## config.mk

```make
export PLATFORM = sky130hd
export DESIGN_NAME = multicycle_ctrl_flat
export DESIGN_NICKNAME = d
export VERILOG_FILES = /design/src/rtl/multicycle_ctrl_if.sv /design/src/rtl/multicycle_ctrl.sv /design/src/flat_wrapper.sv
export SDC_FILE = /design/constraint.sdc
export NUM_CORES = 1
export LEC_CHECK = 0
export BUFFER_PORTS_ARGS = -buffer_cell sky130_fd_sc_hd__buf_2
export CAP_MARGIN = 15
export CORE_ASPECT_RATIO = 1.25
export CORE_UTILIZATION = 30
export CTS_BUF_LIST = sky130_fd_sc_hd__clkbuf_8
export DETAILED_ROUTE_END_ITERATION = 10
export GPL_TIMING_DRIVEN = 0
export PLACE_DENSITY_LB_ADDON = 0.3
export SLEW_MARGIN = 20
export SYNTH_ARGS = -nofsm -noshare
export SYNTH_HDL_FRONTEND = slang
export SYNTH_SLANG_ARGS = --single-unit
export TNS_END_PERCENT = 1
```

## constraint.sdc

```tcl
create_clock -name clk -period 1.77 [get_ports clk]
set_input_delay 0.354 -clock clk [delete_from_list [all_inputs] [get_ports clk]]
set_output_delay 0.354 -clock clk [all_outputs]
set_load 0.1 [all_outputs]
```

## src/rtl/multicycle_ctrl_if.sv

```systemverilog
// ---------------------------------------------------------------------------
// multicycle_ctrl_if
// Groups the signals between the multicycle controller and its datapath.
//   opcode/funct   : instruction fields from the external IR
//   Zero           : ALU zero flag
//   mem_ready      : memory access complete
//   ALUsrc, ALUctr : ALU operand select and operation
//   IRWrite,PCWrite: IR / PC load enables
//   PCSrc          : PC source select
//   IorD           : memory address source
//   MemRead/Write  : memory strobes
//   RegWrite,RegDst,MemtoReg : register file write controls
//   illegal        : unsupported instruction pulse
//   state          : current FSM state (debug)
// modport master is the controller side, slave the datapath side.
// ---------------------------------------------------------------------------
interface multicycle_ctrl_if;
    logic [5:0] opcode;
    logic [5:0] funct;
    logic       Zero;
    logic       mem_ready;
    logic       ALUsrc;
    logic [3:0] ALUctr;
    logic       IRWrite;
    logic       PCWrite;
    logic [1:0] PCSrc;
    logic       IorD;
    logic       MemRead;
    logic       MemWrite;
    logic       RegWrite;
    logic       RegDst;
    logic       MemtoReg;
    logic       illegal;
    logic [2:0] state;

    modport master (
        input  opcode, funct, Zero, mem_ready,
        output ALUsrc, ALUctr, IRWrite, PCWrite, PCSrc, IorD,
               MemRead, MemWrite, RegWrite, RegDst, MemtoReg, illegal, state
    );

    modport slave (
        output opcode, funct, Zero, mem_ready,
        input  ALUsrc, ALUctr, IRWrite, PCWrite, PCSrc, IorD,
               MemRead, MemWrite, RegWrite, RegDst, MemtoReg, illegal, state
    );
endinterface

```

## src/rtl/multicycle_ctrl.sv

```systemverilog
// ---------------------------------------------------------------------------
// multicycle_ctrl
// Control FSM for a five-state multicycle MIPS-style datapath
// (FETCH, DECODE, EXEC, MEM, WB).
//   clk   : rising-edge clock
//   rst_n : synchronous active-low reset
//   bus   : multicycle_ctrl_if.master -- instruction fields, status flags in;
//           datapath control strobes, illegal pulse and debug state out.
// All control outputs are decoded combinationally from the state, the
// opcode/funct latched in DECODE, Zero and mem_ready, and are held at 0
// while rst_n is low.
// ---------------------------------------------------------------------------
module multicycle_ctrl (
    input  logic                     clk,
    input  logic                     rst_n,
    multicycle_ctrl_if.master        bus
);

    typedef enum logic [2:0] {
        FETCH  = 3'd0,
        DECODE = 3'd1,
        EXEC   = 3'd2,
        MEM    = 3'd3,
        WB     = 3'd4
    } state_t;

    localparam logic [5:0] OP_R    = 6'b000000;
    localparam logic [5:0] OP_LW   = 6'b100011;
    localparam logic [5:0] OP_SW   = 6'b101011;
    localparam logic [5:0] OP_BEQ  = 6'b000100;
    localparam logic [5:0] OP_ADDI = 6'b001000;
    localparam logic [5:0] OP_ORI  = 6'b001101;
    localparam logic [5:0] OP_J    = 6'b000010;

    localparam logic [3:0] ALU_ADD = 4'b0010;
    localparam logic [3:0] ALU_SUB = 4'b0110;
    localparam logic [3:0] ALU_AND = 4'b0000;
    localparam logic [3:0] ALU_OR  = 4'b0001;
    localparam logic [3:0] ALU_XOR = 4'b0100;
    localparam logic [3:0] ALU_SLT = 4'b0111;
    localparam logic [3:0] ALU_SLL = 4'b1000;
    localparam logic [3:0] ALU_SRL = 4'b1001;

    state_t     state_q, state_d;
    logic [5:0] op_q, fn_q;

    logic       alusrc_c, irwrite_c, pcwrite_c, iord_c;
    logic       memread_c, memwrite_c, regwrite_c, regdst_c, memtoreg_c, illegal_c;
    logic [3:0] aluctr_c;
    logic [1:0] pcsrc_c;

    function automatic logic op_ok(input logic [5:0] op);
        case (op)
            OP_R, OP_LW, OP_SW, OP_BEQ, OP_ADDI, OP_ORI, OP_J: op_ok = 1'b1;
            default:                                           op_ok = 1'b0;
        endcase
    endfunction

    function automatic logic funct_ok(input logic [5:0] fn);
        case (fn)
            6'b100000, 6'b100010, 6'b100100, 6'b100101,
            6'b100110, 6'b101010, 6'b000000, 6'b000010: funct_ok = 1'b1;
            default:                                    funct_ok = 1'b0;
        endcase
    endfunction

    function automatic logic [3:0] funct_alu(input logic [5:0] fn);
        case (fn)
            6'b100000: funct_alu = ALU_ADD;
            6'b100010: funct_alu = ALU_SUB;
            6'b100100: funct_alu = ALU_AND;
            6'b100101: funct_alu = ALU_OR;
            6'b100110: funct_alu = ALU_XOR;
            6'b101010: funct_alu = ALU_SLT;
            6'b000000: funct_alu = ALU_SLL;
            6'b000010: funct_alu = ALU_SRL;
            default:   funct_alu = ALU_ADD;
        endcase
    endfunction

    // State register and instruction-field latches
    always_ff @(posedge clk) begin
        if (!rst_n) begin
            state_q <= FETCH;
            op_q    <= 6'd0;
            fn_q    <= 6'd0;
        end else begin
            state_q <= state_d;
            if (state_q == DECODE) begin
                op_q <= bus.opcode;
                fn_q <= bus.funct;
            end
        end
    end

    // Next-state and control decode
    always_comb begin
        state_d    = state_q;
        alusrc_c   = 1'b0;
        aluctr_c   = 4'b0000;
        irwrite_c  = 1'b0;
        pcwrite_c  = 1'b0;
        pcsrc_c    = 2'b00;
        iord_c     = 1'b0;
        memread_c  = 1'b0;
        memwrite_c = 1'b0;
        regwrite_c = 1'b0;
        regdst_c   = 1'b0;
        memtoreg_c = 1'b0;
        illegal_c  = 1'b0;

        case (state_q)
            FETCH: begin
                memread_c = 1'b1;
                if (bus.mem_ready) begin
                    irwrite_c = 1'b1;
                    pcwrite_c = 1'b1;
                    state_d   = DECODE;
                end
            end

            // The latches load at the end of this cycle, so DECODE itself
            // looks at the live instruction fields.
            DECODE: begin
                if (bus.opcode == OP_J) begin
                    pcwrite_c = 1'b1;
                    pcsrc_c   = 2'b10;
                    state_d   = FETCH;
                end else if (!op_ok(bus.opcode) ||
                             (bus.opcode == OP_R && !funct_ok(bus.funct))) begin
                    illegal_c = 1'b1;
                    state_d   = FETCH;
                end else begin
                    state_d = EXEC;
                end
            end

            EXEC: begin
                case (op_q)
                    OP_R: begin
                        aluctr_c = funct_alu(fn_q);
                        state_d  = WB;
                    end
                    OP_LW, OP_SW: begin
                        alusrc_c = 1'b1;
                        aluctr_c = ALU_ADD;
                        state_d  = MEM;
                    end
                    OP_ADDI: begin
                        alusrc_c = 1'b1;
                        aluctr_c = ALU_ADD;
                        state_d  = WB;
                    end
                    OP_ORI: begin
                        alusrc_c = 1'b1;
                        aluctr_c = ALU_OR;
                        state_d  = WB;
                    end
                    OP_BEQ: begin
                        aluctr_c  = ALU_SUB;
                        pcwrite_c = bus.Zero;
                        pcsrc_c   = 2'b01;
                        state_d   = FETCH;
                    end
                    default: state_d = FETCH;
                endcase
            end

            // Strobes depend only on the latched opcode, so they stay
            // stable for the whole stall.
            MEM: begin
                iord_c     = 1'b1;
                memread_c  = (op_q == OP_LW);
                memwrite_c = (op_q == OP_SW);
                if (bus.mem_ready)
                    state_d = (op_q == OP_LW) ? WB : FETCH;
            end

            WB: begin
                regwrite_c = 1'b1;
                regdst_c   = (op_q == OP_R);
                memtoreg_c = (op_q == OP_LW);
                state_d    = FETCH;
            end

            default: state_d = FETCH;
        endcase
    end

    // Everything is forced low while reset is held.
    assign bus.ALUsrc   = rst_n & alusrc_c;
    assign bus.ALUctr   = rst_n ? aluctr_c : 4'b0000;
    assign bus.IRWrite  = rst_n & irwrite_c;
    assign bus.PCWrite  = rst_n & pcwrite_c;
    assign bus.PCSrc    = rst_n ? pcsrc_c : 2'b00;
    assign bus.IorD     = rst_n & iord_c;
    assign bus.MemRead  = rst_n & memread_c;
    assign bus.MemWrite = rst_n & memwrite_c;
    assign bus.RegWrite = rst_n & regwrite_c;
    assign bus.RegDst   = rst_n & regdst_c;
    assign bus.MemtoReg = rst_n & memtoreg_c;
    assign bus.illegal  = rst_n & illegal_c;
    assign bus.state    = rst_n ? state_q : FETCH;

endmodule

```

## src/flat_wrapper.sv

```systemverilog
// flat-port wrapper written by rule: the top's interface ports become plain ports
module multicycle_ctrl_flat 
  (clk, rst_n, bus_opcode, bus_funct, bus_Zero, bus_mem_ready, bus_ALUsrc, bus_ALUctr, bus_IRWrite, bus_PCWrite, bus_PCSrc, bus_IorD, bus_MemRead, bus_MemWrite, bus_RegWrite, bus_RegDst, bus_MemtoReg, bus_illegal, bus_state);
  multicycle_ctrl_if bus_i ();
  input  logic clk;
  input  logic rst_n;
  input wire logic [$bits(bus_i.opcode)-1:0] bus_opcode;
  input wire logic [$bits(bus_i.funct)-1:0] bus_funct;
  input wire logic [$bits(bus_i.Zero)-1:0] bus_Zero;
  input wire logic [$bits(bus_i.mem_ready)-1:0] bus_mem_ready;
  output wire logic [$bits(bus_i.ALUsrc)-1:0] bus_ALUsrc;
  output wire logic [$bits(bus_i.ALUctr)-1:0] bus_ALUctr;
  output wire logic [$bits(bus_i.IRWrite)-1:0] bus_IRWrite;
  output wire logic [$bits(bus_i.PCWrite)-1:0] bus_PCWrite;
  output wire logic [$bits(bus_i.PCSrc)-1:0] bus_PCSrc;
  output wire logic [$bits(bus_i.IorD)-1:0] bus_IorD;
  output wire logic [$bits(bus_i.MemRead)-1:0] bus_MemRead;
  output wire logic [$bits(bus_i.MemWrite)-1:0] bus_MemWrite;
  output wire logic [$bits(bus_i.RegWrite)-1:0] bus_RegWrite;
  output wire logic [$bits(bus_i.RegDst)-1:0] bus_RegDst;
  output wire logic [$bits(bus_i.MemtoReg)-1:0] bus_MemtoReg;
  output wire logic [$bits(bus_i.illegal)-1:0] bus_illegal;
  output wire logic [$bits(bus_i.state)-1:0] bus_state;
  assign bus_i.opcode = bus_opcode;
  assign bus_i.funct = bus_funct;
  assign bus_i.Zero = bus_Zero;
  assign bus_i.mem_ready = bus_mem_ready;
  assign bus_ALUsrc = bus_i.ALUsrc;
  assign bus_ALUctr = bus_i.ALUctr;
  assign bus_IRWrite = bus_i.IRWrite;
  assign bus_PCWrite = bus_i.PCWrite;
  assign bus_PCSrc = bus_i.PCSrc;
  assign bus_IorD = bus_i.IorD;
  assign bus_MemRead = bus_i.MemRead;
  assign bus_MemWrite = bus_i.MemWrite;
  assign bus_RegWrite = bus_i.RegWrite;
  assign bus_RegDst = bus_i.RegDst;
  assign bus_MemtoReg = bus_i.MemtoReg;
  assign bus_illegal = bus_i.illegal;
  assign bus_state = bus_i.state;
  multicycle_ctrl u_core (.clk(clk), .rst_n(rst_n), .bus(bus_i));
endmodule
```

### Word level (Yosys, flattened, before mapping)

Index checks and enable logic that the tools add are counted.
Widths: inputs -> output; s select.

* equality and inequality tests: 30
* muxes and demuxes: 38
* bitwise operators: 10
* reduce and logical (&&, ||, !) cells: 16

Operator list (number)
* $eq 6x6->1 const B: 15
* $pmux 4 s7: 1
* $eq 6x4->1 const B: 4
* $logic_not 6->1: 4
* $mux 1: 21
* $eq 6x2->1 const B: 3
* $pmux 4 s4: 1
* $mux 3: 5
* $eq 6x3->1 const B: 2
* $pmux 3 s4: 1
* $and 1x1->1: 10
* $mux 4: 2
* $reduce_or 8->1: 1
* $reduce_or 7->1: 1
* $eq 3x2->1 const B: 2
* $mux 2: 3
* $pmux 3 s2: 1
* $reduce_or 3->1: 2
* $ne 2x2->1 const B: 2
* $pmux 2 s2: 1
* $reduce_or 4->1: 1
* $eq 3x1->1 const B: 1
* $eq 3x3->1 const B: 1
* $logic_not 3->1: 1
* other kinds (7): 8

* register bits: 15
* word-level logic and storage cells: 97
* bits of input ports: 16

### Longest topological paths before layout

Gate-level depths: netlist of run 1.

* depth in word-level cells: 12
* gate-level depth with buffers: 6
* mapped depth without buffers: 5

### Worst setup path before layout of run 1

Ideal clock, no wire load.

* path kind: register to output
* start: register u_core.state_q[2]
* end: output bus_MemtoReg
* data arrival time: 3358 ps
* path buffers: 0
* path slack: -1942 ps
* cell stages (with the launch flop): 4
* cells stage by stage: dfxtp_1 and2_1 nand2_1 nor3_1

* cells in the longest elaborated chain, start to end: 3

RTL lines
* from (decl): RTL line multicycle_ctrl.sv:44 `state_t state_q, state_d;`
* from (signal assigned): RTL line multicycle_ctrl.sv:88 `state_q <= state_d;`
* $eq 3x3->1: RTL line multicycle_ctrl.sv:112 `case (state_q)`
* $mux 1: RTL line multicycle_ctrl.sv:112
* $and 1x1->1: RTL line multicycle_ctrl.sv:201 `assign bus.MemtoReg = rst_n & memtoreg_c;`
* to (decl): RTL line flat_wrapper.sv:21 `output wire logic [$bits(bus_i.MemtoReg)-1:0] bus_MemtoReg;`

Every way passes these cells.

### Worst setup path in the final report of run 1

* start: register u_core.op_q[5]
* end: output bus_ALUctr[3]

* cells in the longest elaborated chain, start to end: 5

RTL lines
* from (decl): RTL line multicycle_ctrl.sv:45 `logic [5:0] op_q, fn_q;`
* from (signal assigned): RTL line multicycle_ctrl.sv:90 `op_q <= bus.opcode;`
* $eq 6x4->1 / $eq 6x6->1 (equally long branches): RTL line multicycle_ctrl.sv:139 `case (op_q)`
* $reduce_or 3->1 (no source line)
* $pmux 4 s4 *: RTL line multicycle_ctrl.sv:139
* $mux 4 *: RTL line multicycle_ctrl.sv:112
* $mux 4 *: RTL line multicycle_ctrl.sv:192 `assign bus.ALUctr = rst_n ? aluctr_c : 4'b0000;`
* to (decl): RTL line flat_wrapper.sv:12 `output wire logic [$bits(bus_i.ALUctr)-1:0] bus_ALUctr;`

Mark *: on every way between the ends. The rest lies on a longest branch, timed or not.

==> flow_metrics.env, run 1 <==
export IMPL_outcome="complete, but fails checks"
export IMPL_violations="setup timing"
export IMPL_synthesis_area_um2=1070
export IMPL_p_leak_nw=0.635
export IMPL_critPathLaunchType="register"
export IMPL_switching_share_pct=32.3
export IMPL_n_antenna_cell=0
export IMPL_hp_start="bus_funct[5]"
export IMPL_syn_avg_cell_area_um2=7.23
export IMPL_synth_ff_latch_count=15
export IMPL_overflow=0
export IMPL_drt_initial_drc_count=23
export IMPL_p_comb_share_pct=28.8
export IMPL_maxCapViolCount=0
export IMPL_finalCritPeriodShare_pct=124
export IMPL_worstMarginPinSlew_ps=483
export IMPL_setup_viol=13
export IMPL_drtAntennaViolNets=0
export IMPL_rsz0062_at_grt="yes"
export IMPL_path_max_fanout=4
export IMPL_h_tree_depth=1
export IMPL_synth_top_cell_area_share_pct=28.1
export IMPL_numPortBuffers=34
export IMPL_post_route_drc_count=0
export IMPL_postSynthCellCount=148
export IMPL_fin_ws_ps=-425
export IMPL_core_area_um2=3310
export IMPL_fin_nets=208
export IMPL_die_area_um2=3810
export IMPL_critPathKind="reg -> out"
export IMPL_period_minus_slack_ps=2200
export IMPL_required_ps=1420
export IMPL_p_sw_uw=292
export IMPL_slew_headroom_pct=68.0
export IMPL_synthTopCellsByArea="dfxtp_1 28%, nand2_1 12%, a21boi_0 8.4%, nor2_1 4.6%, a21oi_1 3.3%"
export IMPL_first_pass_iters=4
export IMPL_cts_tree="built"
export IMPL_finalClockSkew_ps=5.91
export IMPL_drive_gt1_share_pct=45.0
export IMPL_startpoint="u_core.op_q[5]$_SDFFE_PN0P_"
export IMPL_placed_area_um2=1360
export IMPL_whs_ps=367
export IMPL_synth_area_leader_cell="dfxtp_1"
export IMPL_max_freq_mhz=456
export IMPL_p_int_uw=611
export IMPL_slew_viol_final=0
export IMPL_viasPerCell=5.10
export IMPL_wl_per_cell_um=13.0
export IMPL_reg2regPathDepth=5
export IMPL_initial_core_util_pct=32.3
export IMPL_reg2reg_from="u_core.state_q[0]$_SDFFE_PN0P_"
export IMPL_via_count=1162
export IMPL_grt_pass1_wl_mm=4.90
export IMPL_worst_ep_arrival_time_ps=1840
export IMPL_antenna_found_initial=0
export IMPL_final_common_cell="nand2_1"
export IMPL_fp_dieH_um=68.8
export IMPL_clkSinkCount=15
export IMPL_p_clk_share_pct=29.6
export IMPL_synth_cell_type_count=40
export IMPL_grt_pass1_vias=1099
export IMPL_detailed_place_hpwl_mm=2.16
export IMPL_io_pins=35
export IMPL_seq_area_frac_synth_pct=28.1
export IMPL_core_rowCount=23
export IMPL_cts_clk_slew_worst_paths_ps=60
export IMPL_layout_common_cells="31 x nand2_1, 17 x buf_2, 12 x a21boi_0"
export IMPL_critPathCapture="bus_ALUctr[3]"
export IMPL_seq_power_share_pct=41.6
export IMPL_grt_use_total_pct=16.3
export IMPL_area_growth_pct=63.0
export IMPL_syn_num_nets=164
export IMPL_r2r_end="u_core.op_q[3]$_SDFFE_PN0P_"
export IMPL_ir_drop_v=0.000346
export IMPL_hold_violations=0
export IMPL_cts_buffer_depth=2
export IMPL_yosysWarnings=0
export IMPL_cts_root_buf="clkbuf_8"
export IMPL_grt_max_degree=11
export IMPL_endpoint_kind="output pin"
export IMPL_min_path_type="in -> reg"
export IMPL_fin_area_um2=1740
export IMPL_drt_wl_total_mm=2.95
export IMPL_die_w_um=55.4
export IMPL_clock_latency_ps=240
export IMPL_gp_congestion=0.805
export IMPL_rrSetupSlack_ps=360
export IMPL_powerDensity_nw_per_um2=518
export IMPL_cts_buffers=3
[critical path, cell delays in order (launching register included)]
cell      delay, ps
dfxtp_2         330
or3_4           410
nor3_4          230
nand3_2         100
and4bb_1        330
buf_12          180
[cells by family (layout without fill, tap and decap cells)]
family,Yosys count,count (layout),synth area share (%)
AO/OA/AOI/OAI,30,30,20.1
multiplexers,2,2,1.99
XOR/XNOR,4,4,3.28
buffers and inverters,14,57,5.73
adder cells (fa/ha/maj),1,1,1.05
AND/OR/NAND/NOR,82,82,39.8
flip-flops,15,15,28.1
[metal layers]
layer / up-vias / GRT usage [%] / wire length, µm / part of all wire (%)
met4: 0 / 11.9 / 93 / 3.1
met2: 27 / 27.1 / 1460 / 49
li1: 606 / - / - / -
met3: 6 / 1.49 / 68 / 2.3
met5: - / 0 / 0 / 0
met1: 523 / 20.0 / 1340 / 45
[registers in the layout, summed over array words and instances (netlist names)]
name,cells
u_core.fn_q,6
u_core.op_q,6
u_core.state_q,3
[layout make-up]
cell class	count	area, µm²
flip-flops and latches	15	309
clock inverters	1	3.75
well taps	37	46.3
plain buffers	6	43.8
clock buffers	3	41.3
repair buffers	40	410
multi-input cells	119	860
fillers	305	1570
inverters	7	30.0
[stage by stage]
stage               power, mW  TNS [ps]  worst slack (ps)  instances  util [%]
floorplan               0.536     -8080              -823        148         -
global placement        0.596     -5220              -666        219      40.9
detailed placement      0.598     -5470              -675        219      40.9
CTS                     0.893     -2960              -423        225      50.5
global route            0.945     -4390              -489        228      52.7
finish                  0.903     -3210              -425        228      52.7
[worst min-delay path by stage]
| stage | end | slack, ps | depth (start not counted) |
|---|---|---|---|
| after floorplan | u_core.op_q[5]$_SDFFE_PN0P_ | 470 | 2 |
| after global placement | u_core.op_q[1]$_SDFFE_PN0P_ | 480 | 2 |
| after detailed placement | u_core.op_q[5]$_SDFFE_PN0P_ | 490 | 2 |
| after CTS | u_core.fn_q[5]$_SDFFE_PN0P_ | 370 | 3 |
| after global routing | u_core.fn_q[5]$_SDFFE_PN0P_ | 390 | 3 |
| final | u_core.fn_q[5]$_SDFFE_PN0P_ | 370 | 3 |
[power groups by stage]
stage | Combinational, mW | Clock (mW) | Sequential, mW
floorplan | 0.164 | 0 | 0.372
global placement | 0.220 | 0 | 0.376
detailed placement | 0.222 | 0 | 0.375
CTS | 0.243 | 0.274 | 0.375
global route | 0.281 | 0.286 | 0.378
finish | 0.260 | 0.268 | 0.375
[repair_timing]
action                     4_1_cts  5_1_grt
resized for setup               71       13
hold buffers                     0        0
pin swaps                        8        7
buffers inserted                 3        3
setup endpoints to repair       19       16
[synthesized netlist by cell type]
| cell | number |
|---|---|
| nor4_1 | 1 |
| a21oi_1 | 7 |
| buf_4 | 1 |
| o21ai_0 | 1 |
| a2111oi_2 | 1 |
| maj3_2 | 1 |
| buf_2 | 3 |
| o22ai_1 | 2 |
| nand3b_1 | 2 |
| nor3_2 | 3 |
| clkbuf_2 | 1 |
| nor2_1 | 13 |
| or3_4 | 1 |
| mux2i_1 | 1 |
| mux2_2 | 1 |
| a31oi_1 | 1 |
| a211oi_1 | 2 |
| nor4_2 | 1 |
| nand4_1 | 3 |
| o31ai_1 | 1 |
| nor3_1 | 3 |
| o41ai_1 | 1 |
| a32o_1 | 1 |
| and2_1 | 3 |
| and4bb_1 | 1 |
| nand4b_1 | 1 |
| nand2_1 | 33 |
| nor2b_1 | 4 |
| nand2b_1 | 1 |
| or3_1 | 2 |
| a21boi_0 | 12 |
| inv_1 | 7 |
| and3_1 | 2 |
| xor2_1 | 1 |
| nor4b_1 | 2 |
| clkbuf_1 | 2 |
| nand3_1 | 6 |
| a311o_1 | 1 |
| dfxtp_1 | 15 |
| xnor2_1 | 3 |
Note: power is estimated with default switching activity, not from simulation.
==> run 2, diff against run 1 <==
RECOVER_POWER = 100   (was unset)
==> flow_metrics.env, run 2 (synthesized netlist as in run 1, its figures left out) <==
export IMPL_outcome="complete, but fails checks"
export IMPL_violations="setup timing"
export IMPL_period_minus_slack_ps=2190
export IMPL_hp_start="bus_funct[5]"
export IMPL_m1WireLength_mm=1.35
export IMPL_min_path_type="in -> reg"
export IMPL_required_ps=1420
export IMPL_post_route_drc_count=0
export IMPL_clkSinkCount=15
export IMPL_cpPeakStageDelay_ps=410
export IMPL_core_rowCount=23
export IMPL_io_pins=35
export IMPL_rsz0062_at_grt="yes"
export IMPL_viasPerCell=5.16
export IMPL_crit_chain="or3_4 > nor3_4 > nand3_2 > and4bb_1 > buf_12"
export IMPL_worstMarginPinSlew_ps=538
export IMPL_finalCritPeriodShare_pct=124
export IMPL_drt_wl_total_mm=2.98
export IMPL_via_count=1177
export IMPL_powerDensity_nw_per_um2=522
export IMPL_path_max_fanout=4
export IMPL_detailed_place_hpwl_mm=2.16
export IMPL_maxCapViolCount=0
export IMPL_cts_tree="built"
export IMPL_fin_ws_ps=-424
export IMPL_critPathKind="reg -> out"
export IMPL_grt_max_degree=11
export IMPL_met2_length_mm=1.47
export IMPL_startpoint="u_core.op_q[5]$_SDFFE_PN0P_"
export IMPL_wl_met3_um=65
export IMPL_grt_pass1_wl_mm=4.90
export IMPL_slew_viol_final=0
export IMPL_drtAntennaViolNets=0
export IMPL_setup_viol=13
export IMPL_setup_tns_ps=-3700
export IMPL_drive_gt1_share_pct=42.9
export IMPL_die_w_um=55.4
export IMPL_cts_root_buf="clkbuf_8"
export IMPL_endpoint_kind="output pin"
export IMPL_reg2reg_from="u_core.state_q[0]$_SDFFE_PN0P_"
export IMPL_gp_congestion=0.805
export IMPL_cp_slowest_cell="or3_4"
export IMPL_overflow=0
export IMPL_reg_top3="u_core.fn_q (6), u_core.op_q (6), u_core.state_q (3)"
export IMPL_layout_common_cells="31 x nand2_1, 15 x buf_2, 12 x a21boi_0"
export IMPL_worst_ep_arrival_time_ps=1840
export IMPL_core_area_um2=3310
export IMPL_h_tree_depth=1
export IMPL_highest_layer="met4"
export IMPL_antenna_found_initial=0
export IMPL_grt_pass1_vias=1099
export IMPL_fin_cells=228
export IMPL_dp_cells=219
export IMPL_finalClockSkew_ps=5.84
export IMPL_die_area_um2=3810
export IMPL_numPortBuffers=34
export IMPL_cts_clk_slew_worst_paths_ps=60
export IMPL_clock_latency_ps=240
export IMPL_area_growth_pct=61.6
export IMPL_fin_nets=208
export IMPL_first_pass_iters=4
export IMPL_drt_initial_drc_count=24
export IMPL_slew_headroom_pct=64.3
export IMPL_wl_per_cell_um=13.0
export IMPL_initial_core_util_pct=32.3
export IMPL_final_common_cell="nand2_1"
export IMPL_max_freq_mhz=456
export IMPL_ir_drop_v=0.000347
export IMPL_critPathLaunchType="register"
export IMPL_cts_buffer_depth=2
export IMPL_fp_dieH_um=68.8
export IMPL_cts_buffers=3
export IMPL_n_fill_cell=308
export IMPL_hold_violations=0
export IMPL_n_antenna_cell=0
export IMPL_p_leak_nw=0.627
export IMPL_grt_use_total_pct=16.3
run 2: critical path: cells and delay by family, from the launching register on:
kind	cells	cell delay (ps)
flip-flops	1	330
AND/OR/NAND/NOR	4	1070
buffers and inverters	1	180
run 2: repair_timing:
item / in CTS / in global routing
hold buffers: 0 / 0
gates resized for setup: 71 / 13
setup buffers: 3 / 3
setup endpoints to repair: 19 / 16
pin swaps: 8 / 7
run 2: final cells by class:
type	instances	area, µm²	area share (%)
inverters	7	30.0	1.74
clock buffers	3	41.3	2.39
plain buffers	6	43.8	2.53
repair buffers	40	399	23.1
clock inverters	1	3.75	0.217
well taps	37	46.3	2.68
flip-flops and latches	15	308	17.8
multi-input cells	119	857	49.6
run 2: metal layers:
layer	vias up	GRT usage, %
met4	0	11.9
met3	6	1.49
met5	-	0
met1	537	20.0
met2	27	27.1
li1	607	-
run 2: path summary, 6_finish.rpt:
check / end / slack, ps / cells past startpoint
min reg2reg: u_core.op_q[5]$_SDFFE_PN0P_ / 490 / 2
max reg2reg: u_core.op_q[3]$_SDFFE_PN0P_ / 200 / 5
max: bus_ALUctr[3] / -420 / 5
min: u_core.fn_q[5]$_SDFFE_PN0P_ / 370 / 3
run 2: report_power, final:
group          total (mW)  internal (mW)  switching (mW)  leakage [nW]
clock               0.269          0.153           0.115        0.0269
combinational       0.259          0.103           0.156         0.475
sequential          0.375          0.354          0.0213         0.125
total               0.903          0.610           0.293         0.627
run 2: metrics by stage:
step                      power, mW  worst slack, ps  instance area (µm²)  hold WS [ps]  utilization (%)
after floorplan               0.536             -823                 1140           469                -
after global placement        0.596             -666                 1360           484             40.9
after detailed placement      0.598             -675                 1360           493             40.9
after CTS                     0.893             -423                 1670           366             50.5
after global routing          0.945             -489                 1730           386             52.2
final                         0.903             -424                 1730           366             52.2
